## src/rtl/bcd_countdown_timer.sv

```systemverilog
// M:SS BCD countdown timer with prescaled 1 s decrement, start/stop/clear/load control.
// Digits, running and done update one cycle after the controlling edge; zero is combinational.
// No backpressure: inputs are level-sampled every edge with priority clear > stop > load > start.
module bcd_countdown_timer #(
    parameter int TICKS_PER_SEC = 100
) (
    input  logic       clk,
    input  logic       rst_n,
    input  logic       load,
    input  logic [3:0] ld_mins,
    input  logic [3:0] ld_sec_tens,
    input  logic [3:0] ld_sec_ones,
    input  logic       start,
    input  logic       stop,
    input  logic       clear,
    output logic [3:0] sec_ones,
    output logic [3:0] sec_tens,
    output logic [3:0] mins,
    output logic       running,
    output logic       zero,
    output logic       done
);

    localparam int PW = $clog2(TICKS_PER_SEC);

    typedef enum logic [1:0] {IDLE, RUN, PAUSE, DONE} state_t;

    state_t        state, state_nxt;
    logic [3:0]    ones_q, tens_q, mins_q;
    logic [3:0]    ones_nxt, tens_nxt, mins_nxt;
    logic [PW-1:0] presc_q, presc_nxt;
    logic          done_q, done_nxt;

    logic          tick;
    logic [3:0]    dec_ones, dec_tens, dec_mins;
    logic [3:0]    sat_ones, sat_tens, sat_mins;

    assign zero = (ones_q == 4'd0) && (tens_q == 4'd0) && (mins_q == 4'd0);
    assign tick = (state == RUN) && (presc_q == PW'(TICKS_PER_SEC - 1));

    // Borrow chain; never entered at 0:00 because RUN always leaves on reaching it.
    always_comb begin
        dec_ones = ones_q;
        dec_tens = tens_q;
        dec_mins = mins_q;
        if (ones_q != 4'd0) begin
            dec_ones = ones_q - 4'd1;
        end else begin
            dec_ones = 4'd9;
            if (tens_q != 4'd0) begin
                dec_tens = tens_q - 4'd1;
            end else begin
                dec_tens = 4'd5;
                dec_mins = mins_q - 4'd1;
            end
        end
    end

    assign sat_ones = (ld_sec_ones > 4'd9) ? 4'd9 : ld_sec_ones;
    assign sat_tens = (ld_sec_tens > 4'd5) ? 4'd5 : ld_sec_tens;
    assign sat_mins = (ld_mins     > 4'd9) ? 4'd9 : ld_mins;

    always_ff @(posedge clk) begin
        if (!rst_n) state <= IDLE;
        else        state <= state_nxt;
    end

    always_comb begin
        state_nxt = state;
        ones_nxt  = ones_q;
        tens_nxt  = tens_q;
        mins_nxt  = mins_q;
        presc_nxt = presc_q;
        done_nxt  = 1'b0;
        if (clear) begin
            state_nxt = IDLE;
            ones_nxt  = 4'd0;
            tens_nxt  = 4'd0;
            mins_nxt  = 4'd0;
            presc_nxt = '0;
        end else if (stop) begin
            // Outside RUN a stop still masks load/start on the same edge.
            if (state == RUN) state_nxt = PAUSE;
        end else if (load && state != RUN) begin
            state_nxt = IDLE;
            ones_nxt  = sat_ones;
            tens_nxt  = sat_tens;
            mins_nxt  = sat_mins;
        end else if (start && state != RUN && !zero) begin
            state_nxt = RUN;
            presc_nxt = '0;
        end else if (state == RUN) begin
            if (tick) begin
                presc_nxt = '0;
                ones_nxt  = dec_ones;
                tens_nxt  = dec_tens;
                mins_nxt  = dec_mins;
                if (dec_ones == 4'd0 && dec_tens == 4'd0 && dec_mins == 4'd0) begin
                    state_nxt = DONE;
                    done_nxt  = 1'b1;
                end
            end else begin
                presc_nxt = presc_q + 1'b1;
            end
        end
    end

    always_ff @(posedge clk) begin
        if (!rst_n) begin
            ones_q  <= 4'd0;
            tens_q  <= 4'd0;
            mins_q  <= 4'd0;
            presc_q <= '0;
            done_q  <= 1'b0;
        end else begin
            ones_q  <= ones_nxt;
            tens_q  <= tens_nxt;
            mins_q  <= mins_nxt;
            presc_q <= presc_nxt;
            done_q  <= done_nxt;
        end
    end

    always_comb begin
        sec_ones = ones_q;
        sec_tens = tens_q;
        mins     = mins_q;
        running  = (state == RUN);
        done     = done_q;
    end

endmodule

```

## config.mk

```make
export PLATFORM = sky130hd
export DESIGN_NAME = bcd_countdown_timer
export DESIGN_NICKNAME = d
export VERILOG_FILES = /design/src/rtl/bcd_countdown_timer.sv
export SDC_FILE = /design/constraint.sdc
export NUM_CORES = 1
export LEC_CHECK = 0
export CORE_AREA = 2 2 63 65
export DETAILED_ROUTE_END_ITERATION = 10
export DIE_AREA = 0 0 65 67
export PLACE_DENSITY = 0.7
export REMOVE_ABC_BUFFERS = 1
export SLEW_MARGIN = 20
export SYNTH_ARGS = -nofsm -noshare
export SYNTH_HDL_FRONTEND = slang
export SYNTH_SLANG_ARGS = --single-unit
```

## constraint.sdc

```tcl
create_clock -name clk -period 3 [get_ports clk]
set_clock_uncertainty 0.2 [all_clocks]
set_input_delay 0.3 -clock clk [delete_from_list [all_inputs] [get_ports clk]]
set_output_delay 0.3 -clock clk [all_outputs]
set_load 0.02 [all_outputs]
```

# Yosys cells after proc, flatten, opt, wreduce, memory -nomap -nowiden
# Index checks and enable logic that the tools add are counted.
# op_classes
n_addsub	4
n_lt_le_gt_ge	3
eq_ne	5
mux	31
bitwise	5
reduce_logical	28
# op_table
cell	n
two-way mux 4 bit	20
zero test 4 bit	6
two-way mux 7 bit	3
nonzero test 4 bit	4
two-way mux 2 bit	7
subtractor 4 x 1 -> 4 bit, second input constant	3
greater-than comparator 4 bit, second input constant	2
logical AND 1 bit	8
AND reduction 4 bit	2
adder 7 x 1 -> 7 bit, second input constant	1
== test 7 bit, second input constant	1
OR reduction 7 bit	1
nonzero test 2 bit	3
NOT 1 bit	5
greater-than comparator 4 x 3 -> 1 bit, second input constant	1
inequality test 2 x 1 -> 1 bit, second input constant	2
AND reduction 3 bit	1
nonzero test 3 bit	1
== test 2 x 1 -> 1 bit, second input constant	1
inequality test 2 bit, second input constant	1
OR reduction 2 bit	1
zero test 1 bit	1
two-way mux 1 bit	1
# word_totals
register_bits	22
inputBits	18
output_inout_bits	15
wordCells	82

# Longest topological paths before layout
# Gate-level depths: netlist (run 1).
# depth
ltp_word	12
depth_mapped	8
mapped_depth_nobuf	7

# Worst setup path after synthesis (run 1)
# Ideal clock, no wire load.
# synth_timing
kind	reg-to-reg
start	reg mins_q[0], in the netlist mins[0]
end	reg done_q, in the netlist done
setup_time_ns	0.100
arrival_time_ns	2.056
required_time_ns	2.700
path_slack_ns	0.645
path_stages_with_launch	8
n_path_buf	1
period_less_slack_ns	2.355
cell_sequence	dfxtp_1 inv_1 ha_1 or3b_2 or3_1 buf_6 a21o_1 a2111oi_4
# synth_between
elab_chain_len	6
elab_cells_between_ends	11
classes_between	add/sub (1); mux (3); reduce/logical (7)
# synth_lines
item	line	rtl
from (decl)	29	logic [3:0] ones_q, tens_q, mins_q;
from (signal assigned)	118	mins_q <= mins_nxt;
subtractor 4 x 1 -> 4 bit	54	dec_mins = mins_q - 4'd1;
two-way mux 4 bit	50	if (tens_q != 4'd0) begin
two-way mux 4 bit	46	if (ones_q != 4'd0) begin
zero test 4 bit	98	if (dec_ones == 4'd0 && dec_tens == 4'd0 && dec_mins == 4'd0) begin
logical AND 1 bit	98	
two-way mux 1 bit	98	
to (signal assigned)	120	done_q <= done_nxt;
to (decl)	32	logic done_q, done_nxt;
# Parallel ways exist; a longest one is shown, timed or not.
# A chain may end at the register's enable or synchronous reset.

# Final worst setup path (run 1)
# layout_timing
start	reg mins_q[0], in the netlist mins[0]
end	out zero
# layout_between
elab_chain_len	2
# layout_lines
item	line	rtl
zero test 4 bit	38	assign zero = (ones_q == 4'd0) && (tens_q == 4'd0) && (mins_q == 4'd0);
logical AND 1 bit	38	
to (decl)	20	output logic zero,
# Every way passes these cells.

==> results.json, run 1 <==
{
  "cts-root-buf": "clkbuf_8",
  "path_clk_slew_ns": 0.08,
  "grt_use_total_pct": 18.1,
  "placed_cell_area_um2": 1800,
  "postSynth.asyncResetShare_pct": 0,
  "io_buffers": 32,
  "ys_ff_latch": 22,
  "wire_per_inst_um": 13.8,
  "route.detailed.drc": 0,
  "setup_tns_ns": 0,
  "maxCapViolations": 0,
  "drt_iter0_drc": 54,
  "area_delta_synth_final_pct": 33.0,
  "htreeDepth": 1,
  "dieArea_um2": 4360,
  "status": "complete, no violations",
  "hold_class": "reg2reg",
  "syn-instance-count": 179,
  "synth-main-ff-cell": "dfxtp_1",
  "yosys_warnings": 0,
  "period_minus_slack_ns": 2.88,
  "worstSetupEndpointType": "output port",
  "timing_hold_violations_final": 0,
  "setup_viol_count_final": 0,
  "required_ns": 2.50,
  "grt_pass1_vias": 1408,
  "cts_tree": "yes",
  "cts_hold_buf": 0,
  "seq_area_frac_synth_pct": 31.5,
  "cp_max_fo": 7,
  "cts_buffer_depth": 2,
  "maxSlewViolCount": 0,
  "power.leakage_uw": 0.000641,
  "rr_startpoint": "mins[0]",
  "vias": 1467,
  "vias_per_cell": 5.56,
  "cts_buffers": 3,
  "finalWeightedCongestion": 0.769,
  "ant_nets": 0,
  "reg2regPathDepth": 7,
  "worstMarginPinSlew_ns": 0.625,
  "ys_top_cells_by_area": "dfxtp_1 (32%), a21oi_1 (8.6%), o21ai_0 (6.8%), nor2_1 (3.8%), nand2_1 (3.2%)",
  "reg2reg_to": "done",
  "diodes": 0,
  "core_um2": 3610,
  "worstSetupPathType": "reg2out",
  "crit_start": "mins[0]",
  "antenna_found_initial": 0,
  "cts_resized": 0,
  "clkSinkCount": 22,
  "final_nets": 238,
  "postCtsSetupBuffers": 0,
  "rows": 22,
  "first_pass_iters": 4,
  "die_h_um": 67,
  "fmax_mhz": 348,
  "fin_area_um2": 1860,
  "syn_avg_cell_area_um2": 7.81,
  "rsz0062_at_grt": "false",
  "yosysTopAreaCellShare_pct": 31.5,
  "routed_wl_um": 3650,
  "cp.arrival_ns": 2.38,
  "period_share_pct": 95.9,
  "drive_gt1_share_pct": 7.87,
  "grt_max_degree": 13,
  "power.density_nw_per_um2": 358,
  "clkLatencyLatePin_ns": 0.26,
  "overflow": 0,
  "yosys.area.top_type": "dfxtp_1",
  "ir_drop_mv": 0.243,
  "synth_edf_count": 0,
  "syn-cell-area_um2": 1400,
  "min_path_cells": 2,
  "ys_types": 49,
  "hold_end": "sec_tens[3]",
  "fp.dieW_um": 65,
  "start_kind": "register",
  "slew_headroom_pct": 58.4,
  "hp-start": "sec_tens[3]",
  "grt_pass1_wl_um": 6220,
  "hpwl_um": 2770,
  "r2r_slack_ns": 0.54,
  "initial_core_util_pct": 38.8,
  "io_pins": 33
}
-- worst max-delay path by stage --
| stage | endpoint | depth (start not counted) |
|---|---|---|
| CTS | zero | 6 |
| detailed placement | zero | 6 |
| global placement | zero | 6 |
| global route | zero | 6 |
| finish | zero | 6 |
| floorplan | done | 6 |
-- Yosys cell counts (3+ instances only) --
cell type and n:
a21oi_1 24, dfxtp_1 22, o21ai_0 19, nor2_1 14
nand2_1 12, clkbuf_1 6, inv_1 5, nor3b_1 5
nor4_1 5, or3_1 5, and2_1 4, nand3_1 4
nor4b_1 4, ha_1 3, nor3_1 3, o211ai_1 3
o21ai_1 3
-- cell families after synthesis --
logic type / count (synthesis) / share of synthesized area, %
and+or+nand+nor: 72 / 29.7
DFF: 22 / 31.5
xor gates and xnor gates: 3 / 1.88
adders and majority gates: 3 / 2.69
buffers and inverters: 12 / 3.76
AOI/OAI and AO/OA: 67 / 30.4
-- worst max-delay path: stages (launching register included) --
cell and delay (ns):
dfxtp_1 0.38, inv_1 0.13, ha_1 0.15, or3b_2 0.45
or3_1 0.35, inv_1 0.07, clkdlybuf4s50_1 0.59
-- layout by cell type (no fill, tap or decap), types with 2 or more instances in the layout --
| master | instances |
|---|---|
| clkdlybuf4s50_1 | 32 |
| a21oi_1 | 24 |
| dfxtp_1 | 22 |
| o21ai_0 | 19 |
| nor2_1 | 14 |
| nand2_1 | 12 |
| buf_4 | 8 |
| inv_1 | 5 |
| or3_1 | 5 |
| nor3b_1 | 5 |
| nor4_1 | 5 |
| and2_1 | 4 |
| nand3_1 | 4 |
| nor4b_1 | 4 |
| clkbuf_8 | 4 |
| o211ai_1 | 3 |
| nor3_1 | 3 |
| o21ai_1 | 3 |
| ha_1 | 3 |
| nand2b_1 | 2 |
| nand4_1 | 2 |
| a21o_1 | 2 |
| a211oi_1 | 2 |
| nand3b_1 | 2 |
| xnor2_1 | 2 |
-- report_power, final --
| group | leakage [µW] | total (µW) | internal (µW) | switching, µW |
|---|---|---|---|---|
| Sequential | 0.000178 | 302 | 296 | 6.43 |
| Combinational | 0.000435 | 147 | 69.7 | 77.4 |
| Clock | 0.0000288 | 215 | 117 | 98.3 |
| Total | 0.000641 | 665 | 483 | 182 |
-- area by class of cell --
cell class              count  area, µm²
clock buffers               4       55.1
multi-input cells         145        905
flip-flops and latches     22        440
fillers                   347       1750
inverters                   5       18.8
well taps                  48       60.1
repair buffers             40        380
-- stage by stage --
step	power (µW)	hold WS, ns	instances	utilization [%]	worst slack (ns)
finish	665	0.282	264	51.6	0.124
global route	697	0.314	264	51.6	0.0330
CTS	669	0.287	264	51.6	0.123
detailed placement	455	0.276	260	50.0	0.424
global placement	456	0.264	260	50.0	0.473
floorplan	386	0.175	172	-	0.648
-- per-layer routing --
metal	global-route usage, %	up-vias	part of all wire (%)
li1	-	749	-
met1	23.5	672	49
met2	30.7	44	46
met3	3.72	2	4.7
met4	3.99	0	0.74
met5	0	-	0
-- registers in the layout, summed over array words and instances, names as in the netlist --
register,count
sec_ones,4
state,2
done,1
sec_tens,4
presc_q,7
mins,4
Power figures use the tool's default switching activity.
==> run 2, diff against run 1 <==
ABC_CLOCK_PERIOD_IN_PS = 3000   (was unset)
CAP_MARGIN = 20   (was unset)
==> results of run 2 <==
The final DEF is identical to that of run 1; final timing and power are the same.
